File: src/rtl/edg_pair_sched_pkg.sv
// Shared types for the edge-detection pair scheduler.
// Holds FSM states, default widths and the tag/result bundles.
package edg_sched_pkg;

    localparam int EDG_PIX_W  = 36;
    localparam int EDG_ADDR_W = 19;

    typedef enum logic [1:0] {
        IDLE,
        RUN,
        DRAIN
    } state_t;

    typedef struct packed {
        logic                  valid;
        logic                  src;
        logic [EDG_ADDR_W-1:0] addr;
    } tag_t;

    typedef struct packed {
        logic [EDG_PIX_W-1:0]  pix;
        logic [EDG_ADDR_W-1:0] addr;
        logic                  src;
    } res_t;

endpackage

File: src/rtl/edg_res_fifo.sv
// Result FIFO: DEPTH-entry synchronous queue with occupancy count.
// Head data reads as zero while the queue is empty.
module edg_res_fifo #(
    parameter int W     = 56,
    parameter int DEPTH = 4
) (
    input  logic                     clk,
    input  logic                     reset,
    input  logic                     push,
    input  logic [W-1:0]             wdata,
    input  logic                     pop,
    output logic [W-1:0]             rdata,
    output logic [$clog2(DEPTH):0]   count,
    output logic                     empty
);
    localparam int AW = $clog2(DEPTH);

    logic [W-1:0]  mem [DEPTH];
    logic [AW-1:0] wp;
    logic [AW-1:0] rp;

    // Pointer and occupancy bookkeeping
    always_ff @(posedge clk or negedge reset) begin
        if (!reset) begin
            wp    <= '0;
            rp    <= '0;
            count <= '0;
        end else begin
            if (push) wp <= wp + 1'b1;
            if (pop)  rp <= rp + 1'b1;
            unique case ({push, pop})
                2'b10:   count <= count + 1'b1;
                2'b01:   count <= count - 1'b1;
                default: ;
            endcase
        end
    end

    // Entry storage, no reset needed
    always_ff @(posedge clk) begin
        if (push) mem[wp] <= wdata;
    end

    assign empty = (count == '0);
    assign rdata = empty ? '0 : mem[rp];

endmodule

File: src/rtl/edg_pair_sched.sv
// Edge-detection pair scheduler: 2-cycle slot issue, RR arbitration,
// latency tag pipe and credit-protected result FIFO. Option: EDG_BYPASS_EN.
module edg_pair_sched
    import edg_sched_pkg::*;
#(
    parameter int PIX_W     = EDG_PIX_W,
    parameter int ADDR_W    = EDG_ADDR_W,
    parameter int LAT_SLOTS = 2,
    parameter int DEPTH     = 4
) (
    input  logic              clk,
    input  logic              reset,
    input  logic              frame_start,
    input  logic              gs_switch,
`ifdef EDG_BYPASS_EN
    input  logic              bypass,
`endif
    input  logic              req0_valid,
    input  logic [PIX_W-1:0]  req0_pix,
    input  logic [ADDR_W-1:0] req0_addr,
    output logic              req0_ready,
    input  logic              req1_valid,
    input  logic [PIX_W-1:0]  req1_pix,
    input  logic [ADDR_W-1:0] req1_addr,
    output logic              req1_ready,
    output logic [PIX_W-1:0]  edg_pix,
    output logic              edg_phase,
    output logic              edg_gs,
    input  logic [PIX_W-1:0]  edg_result,
    output logic              res_valid,
    output logic [PIX_W-1:0]  res_pix,
    output logic [ADDR_W-1:0] res_addr,
    output logic              res_src,
    input  logic              res_ready,
    output logic              busy
);
    localparam int IW = $clog2(LAT_SLOTS + 1);

    state_t                 state_q, state_d;
    logic                   phase_q, gs_q, rr_q, gs_load;
    logic [PIX_W-1:0]       pix_q, issue_pix, cap_pix;
    logic [ADDR_W-1:0]      issue_addr;
    tag_t                   tags_q [LAT_SLOTS];
    logic [IW-1:0]          inflight;
    logic                   credit_ok, slot_open;
    logic                   gnt0, gnt1, issue;
    logic                   push, pop, fifo_empty;
    logic [$clog2(DEPTH):0] fifo_cnt;
    res_t                   push_data, head;

    // Count tags still travelling through the datapath
    always_comb begin
        inflight = '0;
        for (int i = 0; i < LAT_SLOTS; i++)
            inflight = inflight + IW'(tags_q[i].valid);
    end

    assign credit_ok = (int'(fifo_cnt) + int'(inflight)) < DEPTH;
    assign slot_open = (state_q == RUN) && !phase_q && credit_ok;

    // Frame FSM next state and gs/bypass latch enable
    always_comb begin
        state_d = state_q;
        gs_load = 1'b0;
        unique case (state_q)
            IDLE: if (frame_start) begin
                state_d = RUN;
                gs_load = 1'b1;
            end
            RUN: if (frame_start) begin
                if (inflight != '0) state_d = DRAIN;
                else                gs_load = 1'b1;
            end
            DRAIN: if (inflight == '0) begin
                state_d = RUN;
                gs_load = 1'b1;
            end
            default: state_d = IDLE;
        endcase
    end

    // Round-robin grant for the open issue slot
    always_comb begin
        gnt0 = 1'b0;
        gnt1 = 1'b0;
        if (slot_open) begin
            unique case (1'b1)
                req0_valid && req1_valid: begin
                    gnt0 = !rr_q;
                    gnt1 = rr_q;
                end
                req0_valid && !req1_valid: gnt0 = 1'b1;
                !req0_valid && req1_valid: gnt1 = 1'b1;
                default: ;
            endcase
        end
    end

    assign issue      = gnt0 || gnt1;
    assign issue_pix  = gnt1 ? req1_pix : req0_pix;
    assign issue_addr = gnt1 ? req1_addr : req0_addr;

    // FSM, phase, frame config, RR pointer and datapath pair register
    always_ff @(posedge clk or negedge reset) begin
        if (!reset) begin
            state_q <= IDLE;
            phase_q <= 1'b0;
            gs_q    <= 1'b0;
            rr_q    <= 1'b0;
            pix_q   <= '0;
        end else begin
            state_q <= state_d;
            phase_q <= (state_q == IDLE) ? 1'b0 : !phase_q;
            if (gs_load) gs_q <= gs_switch;
            if (issue) begin
                pix_q <= issue_pix;
                rr_q  <= !gnt1;
            end
        end
    end

    // Tag pipe shadows the datapath latency, one step per slot
    always_ff @(posedge clk or negedge reset) begin
        if (!reset) begin
            for (int i = 0; i < LAT_SLOTS; i++) tags_q[i] <= '0;
        end else if (!phase_q) begin
            tags_q[0] <= '{valid: issue, src: gnt1, addr: issue_addr};
            for (int i = 1; i < LAT_SLOTS; i++) tags_q[i] <= tags_q[i-1];
        end
    end

`ifdef EDG_BYPASS_EN
    logic             byp_q;
    logic [PIX_W-1:0] dly_q [LAT_SLOTS];

    // Raw copy of each issued pair, aligned with its tag
    always_ff @(posedge clk or negedge reset) begin
        if (!reset) begin
            byp_q <= 1'b0;
            for (int i = 0; i < LAT_SLOTS; i++) dly_q[i] <= '0;
        end else begin
            if (gs_load) byp_q <= bypass;
            if (!phase_q) begin
                dly_q[0] <= issue_pix;
                for (int i = 1; i < LAT_SLOTS; i++) dly_q[i] <= dly_q[i-1];
            end
        end
    end

    assign cap_pix = byp_q ? dly_q[LAT_SLOTS-1] : edg_result;
`else
    assign cap_pix = edg_result;
`endif

    assign push      = !phase_q && tags_q[LAT_SLOTS-1].valid;
    assign pop       = !fifo_empty && res_ready;
    assign push_data = '{pix:  cap_pix,
                         addr: tags_q[LAT_SLOTS-1].addr,
                         src:  tags_q[LAT_SLOTS-1].src};

    edg_res_fifo #(
        .W     ($bits(res_t)),
        .DEPTH (DEPTH)
    ) u_fifo (
        .clk   (clk),
        .reset (reset),
        .push  (push),
        .wdata (push_data),
        .pop   (pop),
        .rdata (head),
        .count (fifo_cnt),
        .empty (fifo_empty)
    );

    assign req0_ready = gnt0;
    assign req1_ready = gnt1;
    assign edg_pix    = pix_q;
    assign edg_phase  = phase_q;
    assign edg_gs     = gs_q;
    assign res_valid  = !fifo_empty;
    assign res_pix    = head.pix;
    assign res_addr   = head.addr;
    assign res_src    = head.src;
    assign busy       = (inflight != '0) || !fifo_empty;

endmodule

File: config.mk
export PLATFORM = sky130hd
export DESIGN_NAME = edg_pair_sched
export DESIGN_NICKNAME = d
export VERILOG_FILES = /design/src/rtl/edg_pair_sched_pkg.sv /design/src/rtl/edg_res_fifo.sv /design/src/rtl/edg_pair_sched.sv
export SDC_FILE = /design/constraint.sdc
export NUM_CORES = 1
export LEC_CHECK = 0
export CAP_MARGIN = 10
export CORE_MARGIN = 5
export CORE_UTILIZATION = 56
export DETAILED_ROUTE_END_ITERATION = 6
export GPL_ROUTABILITY_DRIVEN = 0
export HOLD_SLACK_MARGIN = 0.12
export PLACE_DENSITY_LB_ADDON = 0.15
export SETUP_SLACK_MARGIN = 0.5
export SYNTH_ARGS = -nofsm -noshare
export SYNTH_HDL_FRONTEND = slang
export SYNTH_SLANG_ARGS = --single-unit
File: constraint.sdc
create_clock -name clk -period 7.3 [get_ports clk]
set_input_delay 1.46 -clock clk [delete_from_list [all_inputs] [get_ports clk]]
set_output_delay 1.46 -clock clk [all_outputs]
set_load 0.02 [all_outputs]
; Word level (Yosys, flattened, before mapping)
; Memory sizes are Yosys's and may differ from the RTL's.
; Index checks and enable logic that the tools add are counted.
[word_totals]
output_inout_bits = 98
n_memories = 1
inputBits = 153
mem_bits_rw = 224
register_bits = 90
elab_cells = 72
[mem_list]
columns = memory, words, word_bits, read_ports, rd_ports_with_merged_regs, wr, line
row1 = u_fifo.mem, 4, 56, 1, 0, 1, edg_res_fifo.sv:18  ; logic [W-1:0] mem [DEPTH];
[classes]
eq_ne = 8
n_addsub = 6
n_reduce_logical = 21
muxes = 21
magnitude_cmp = 1
[ops]
columns = operator, count
row1 = $mux W56, 1
row2 = $mux W36, 1
row3 = $mux W19, 1
row4 = $mux W1, 9
row5 = $mux W2, 4
row6 = $logic_and A1 B1 Y1, 7
row7 = $logic_not A1 Y1, 6
row8 = $ne A2 B2 Y1 const B, 3
row9 = $pmux W2 S3, 1
row10 = $pmux W3 S2, 1
row11 = $add A2 B1 Y2 const B, 2
row12 = $add A3 B2 Y4, 1
row13 = $eq A2 B1 Y1 const B, 2
row14 = $eq A2 B2 Y1 const B, 2
row15 = $logic_not A2 Y1, 2
row16 = $lt A4 B3 Y1 const B, 1
row17 = $pmux W1 S2, 2
row18 = $reduce_and A4 Y1, 1
row19 = $reduce_bool A2 Y1, 2
row20 = $add A3 B1 Y3 const B, 1
row21 = $logic_not A3 Y1, 1
row22 = $pmux W1 S3, 1
row23 = $sub A3 B1 Y3 const B, 1
row24 = $add A1 B1 Y2, 1
row25 = other kinds (2), 3

; Logic depth before layout (Yosys ltp)
[logic_depth]
word_depth = 6
mapped_depth = 9
mapped_depth_nobuf = 9

; By module
; Synthesis repeated with hierarchy kept, for this count alone.
[hier_totals]
cells_unflattened = 702
hier_area_um2 = 12575.8
[by_module_without_submodules]
columns = module, cells_each, area_per_inst_um2, instances
row1 = edg_res_fifo, 390, 8911.0, 1
row2 = edg_pair_sched, 312, 3664.8, 1

; Worst setup path before layout
; No wires, ideal clock.
[synth_timing]
path_kind = input to output
from = input req0_valid
to = output req1_ready
n_path_buf = 1
path_stages = 4
path_slack_ns = 3.678
arrival_ns = 2.162
required_ns = 5.840
cell_sequence = nand2b_1 > and2_1 > clkbuf_1 > and2_1
[synth_via]
elab_chain_len = 4
elab_cells_between_ends = 5
[synth_rtl]
columns = item, line
row1 = from (decl), edg_pair_sched.sv:18  ; input logic req0_valid,
row2 = $logic_not A1 Y1, edg_pair_sched.sv:93  ; !req0_valid && req1_valid: gnt1 = 1'b1;
row3 = $logic_and A1 B1 Y1, edg_pair_sched.sv:93
row4 = $pmux W1 S2 *, edg_pair_sched.sv:87  ; unique case (1'b1)
row5 = $mux W1 *, edg_pair_sched.sv:86  ; if (slot_open) begin
row6 = to (decl), edg_pair_sched.sv:25  ; output logic req1_ready,
; Every way passes the cells marked *; elsewhere a longest branch is shown, timed or not.

; Final worst setup path
; Ends and elaborated chain as after synthesis.

==> results.toml <==
[cts]
cts_root_buf = "clkbuf_16"
clockBufferDepth = 3
clk_pin_slew_ns = 0.05
ctsResizeCount = 0
clk_latency_ns = 0.50
htreeDepth = 2
cts_tree = "built"
numCtsBuffers = 34
hold_buffers = 0
post-cts-setup-buffers = 0
cts_sinks = 314

[placement]
placed_area_mm2 = 0.01534
place_inst = 1206
io_buffers = 250
dp_hpwl_um = 17200

[sta]
max_freq_mhz = 204.0
min_period_over_period_pct = 67.15
setup_viol = 0
hold_viol = 0
worstMarginPinSlew_ns = 1.141
drv_slew = 0
max-slew-margin-rel_pct = 23.69
rsz0062_at_grt = "no"
setup_tns_ns = 0
clock_skew_ns = 0.01105
period_minus_slack_ns = 4.902

[worst_setup_path]
end_kind = "output port"
cp-start-kind = "input pin"
r2r_start = "edg_phase"
path_max_fanout = 20
reg2reg_slack_ns = 4.43
cp_data_required_time_ns = 5.84
critical_path_class = "input pin to output port"
crit_path_max_incr_delay_ns = 0.68
crit_slowest_cell = "clkdlybuf4s50_1"
ff2ff_path_depth = 3
worstReg2RegEnd = "u_fifo.mem[1][25]"
cp.arrival_ns = 3.44
crit_chain = "clkdlybuf4s50_1 -> nand2b_1 -> and2_1 -> and2_1 -> clkdlybuf4s50_1"

[grt]
use_met2_pct = 34.74
grt_max_degree = 91
grt-busiest-layer = "met2"
grt_first_pass_wirelength_um = 41710
met3_usage_pct = 6.684
antenna_found_initial = 0
grt_usage_pct = 20.63
grt_use_met1_pct = 25.87
grt_pass1_vias = 7591
grt-ovfl-total = 0

[layout]
finalNetCount = 1120
design_area_mm2 = 0.01642
stdcell_count = 1268
fillers = 1384
diodes = 0
area_growth_pct = 30.07
drive_gt1_share_pct = 18.31

[floorplanning]
ios = 251
core-area_mm2 = 0.02243
initial_core_util_pct = 56.28
row_count = 55
die_x_um = 160.2
die-area_mm2 = 0.02565
dieHeight_um = 160.2

[drt]
drcViolationCount = 0
initialDrtViolationCount = 331
wire_per_inst_um = 20.68
wl_um = 26230
drtPass1Iterations = 4
avgViaCountPerCell = 5.526
ant_nets = 0
via_count = 7007

[yosys]
syn-num-nets = 865
synth.distinct_cells = 34
seq_area_frac_synth_pct = 71.11
synth.largest_area_cell = "edfxtp_1"
synth_top_area_share_pct = 53.28
synth_warnings = 0
syn_avg_cell_area_um2 = 17.96
synthCells = 703
synth_seq_cells = 314
synth_area_mm2 = 0.01263
synth_area_leaders = "edfxtp_1, dfrtp_1, mux4_2"

[power_and_ir_drop]
powerDensity_mw_per_mm2 = 419.9
power_mw = 6.896
p_leak_nw = 6.076
ir_worst_vdd_v = 0.0002676

[job]
max-cap-violations = 0

[min_path]
hp-start = "edg_pix[11]"
hold_path_end = "edg_pix[11]"
whs_path_depth = 2
hold_class = "flop to flop"

[run_status]
status = "finished clean"
## synth_stat cells, drive strengths merged
library cell,n
edfxtp,224
dfrtp,90
and2,64
mux4,56
nand2,45
o21ai,41
mux2i,36
clkbuf,24
mux2,21
a221o,19
and3,19
buf,16
inv,9
ha,8
nor2,6
a21oi,5
nand2b,4
xnor2,3
xor2,3
a21o,1
a31oi,1
fa,1
nand3b,1
nor2b,1
nor3,1
nor4,1
o311a,1
or3b,1
or4b,1
## power by group
group	total [mW]	switching, mW	internal (mW)
sequential	2.66	0.288	2.38
clock	1.58	0.664	0.921
combinational	2.65	1.30	1.35
total	6.90	2.25	4.64
## cell families (layout without fill, tap and decap cells)
| family | count (synthesis) | count (layout) | synth area share (%) |
|---|---|---|---|
| AOI/OAI and AO/OA | 68 | 68 | 4.529 |
| adders and majority gates | 9 | 9 | 0.9514 |
| muxes | 113 | 113 | 14.72 |
| xor gates and xnor gates | 6 | 6 | 0.4163 |
| buffers and inverters | 49 | 329 | 1.982 |
| and+or+nand+nor | 144 | 144 | 6.293 |
| DFF | 314 | 314 | 71.11 |
## metrics by stage
| step | hold slack, ns | util [%] | worst slack, ns |
|---|---|---|---|
| finish | 0.4719 | 73.20 | 2.398 |
| global route | 0.4961 | 73.20 | 2.256 |
| CTS | 0.4759 | 73.08 | 2.377 |
| detailed placement | 0.4667 | 68.39 | 2.382 |
| global placement | 0.4639 | 68.39 | 2.427 |
| floorplan | 0.4498 | - | 3.678 |
## cell usage in the layout, fill, tap and decap left out, types with 4 or more instances in the layout
cell type	n
mux2i_1	36
and2_1	60
dfrtp_1	87
mux2_2	21
o21ai_2	33
and3_1	19
mux4_2	56
a221o_1	19
clkinvlp_4	5
inv_1	9
clkinv_1	7
clkdlybuf4s50_1	249
and2_2	4
nor2_1	6
a21oi_1	4
o21ai_0	5
nand2b_1	4
ha_1	8
edfxtp_1	224
buf_4	9
clkbuf_16	34
clkbuf_1	5
nand2_1	44
## registers in the layout (all words and copies together), names as in the netlist
name and cells:
edg_phase 1, state_q 2, edg_gs 1, tags_q 22, push_data 20, edg_pix 36
u_fifo.wp 2, u_fifo.rp 2, u_fifo.mem 224, rr_q 1, u_fifo.count 3
## worst max path at each step
stage | from | end | cells past startpoint
after floorplan | req0_valid | req1_ready | 4
after global placement | req0_valid | req1_ready | 5
after global routing | req0_valid | req1_ready | 5
after CTS | req0_valid | req1_ready | 5
final | req0_valid | req1_ready | 5
after detailed placement | req0_valid | req1_ready | 5
## layout make-up
class	count	area (um^2)	area share (%)
Inverter	9	33.78	0.2057
Timing Repair Buffer	259	2587	15.76
Multi-Input combinational cell	340	3408	20.75
Sequential cell	314	8985	54.71
Clock inverter	20	153.9	0.9371
Clock buffer	41	897.1	5.463
Tap cell	285	356.6	2.171
## critical path, delay by kind of cell
family | cells | cell delay (ns)
AND/OR/NAND/NOR | 3 | 0.83
buffers and inverters | 2 | 1.15
## layer usage
| layer | part of all wire (%) | up-vias |
|---|---|---|
| met5 | 0 | - |
| met3 | 8.7 | 39 |
| met4 | 2.2 | 0 |
| met2 | 50 | 256 |
| met1 | 39 | 3482 |
| li1 | - | 3230 |
(Power assumes the default switching activity.)
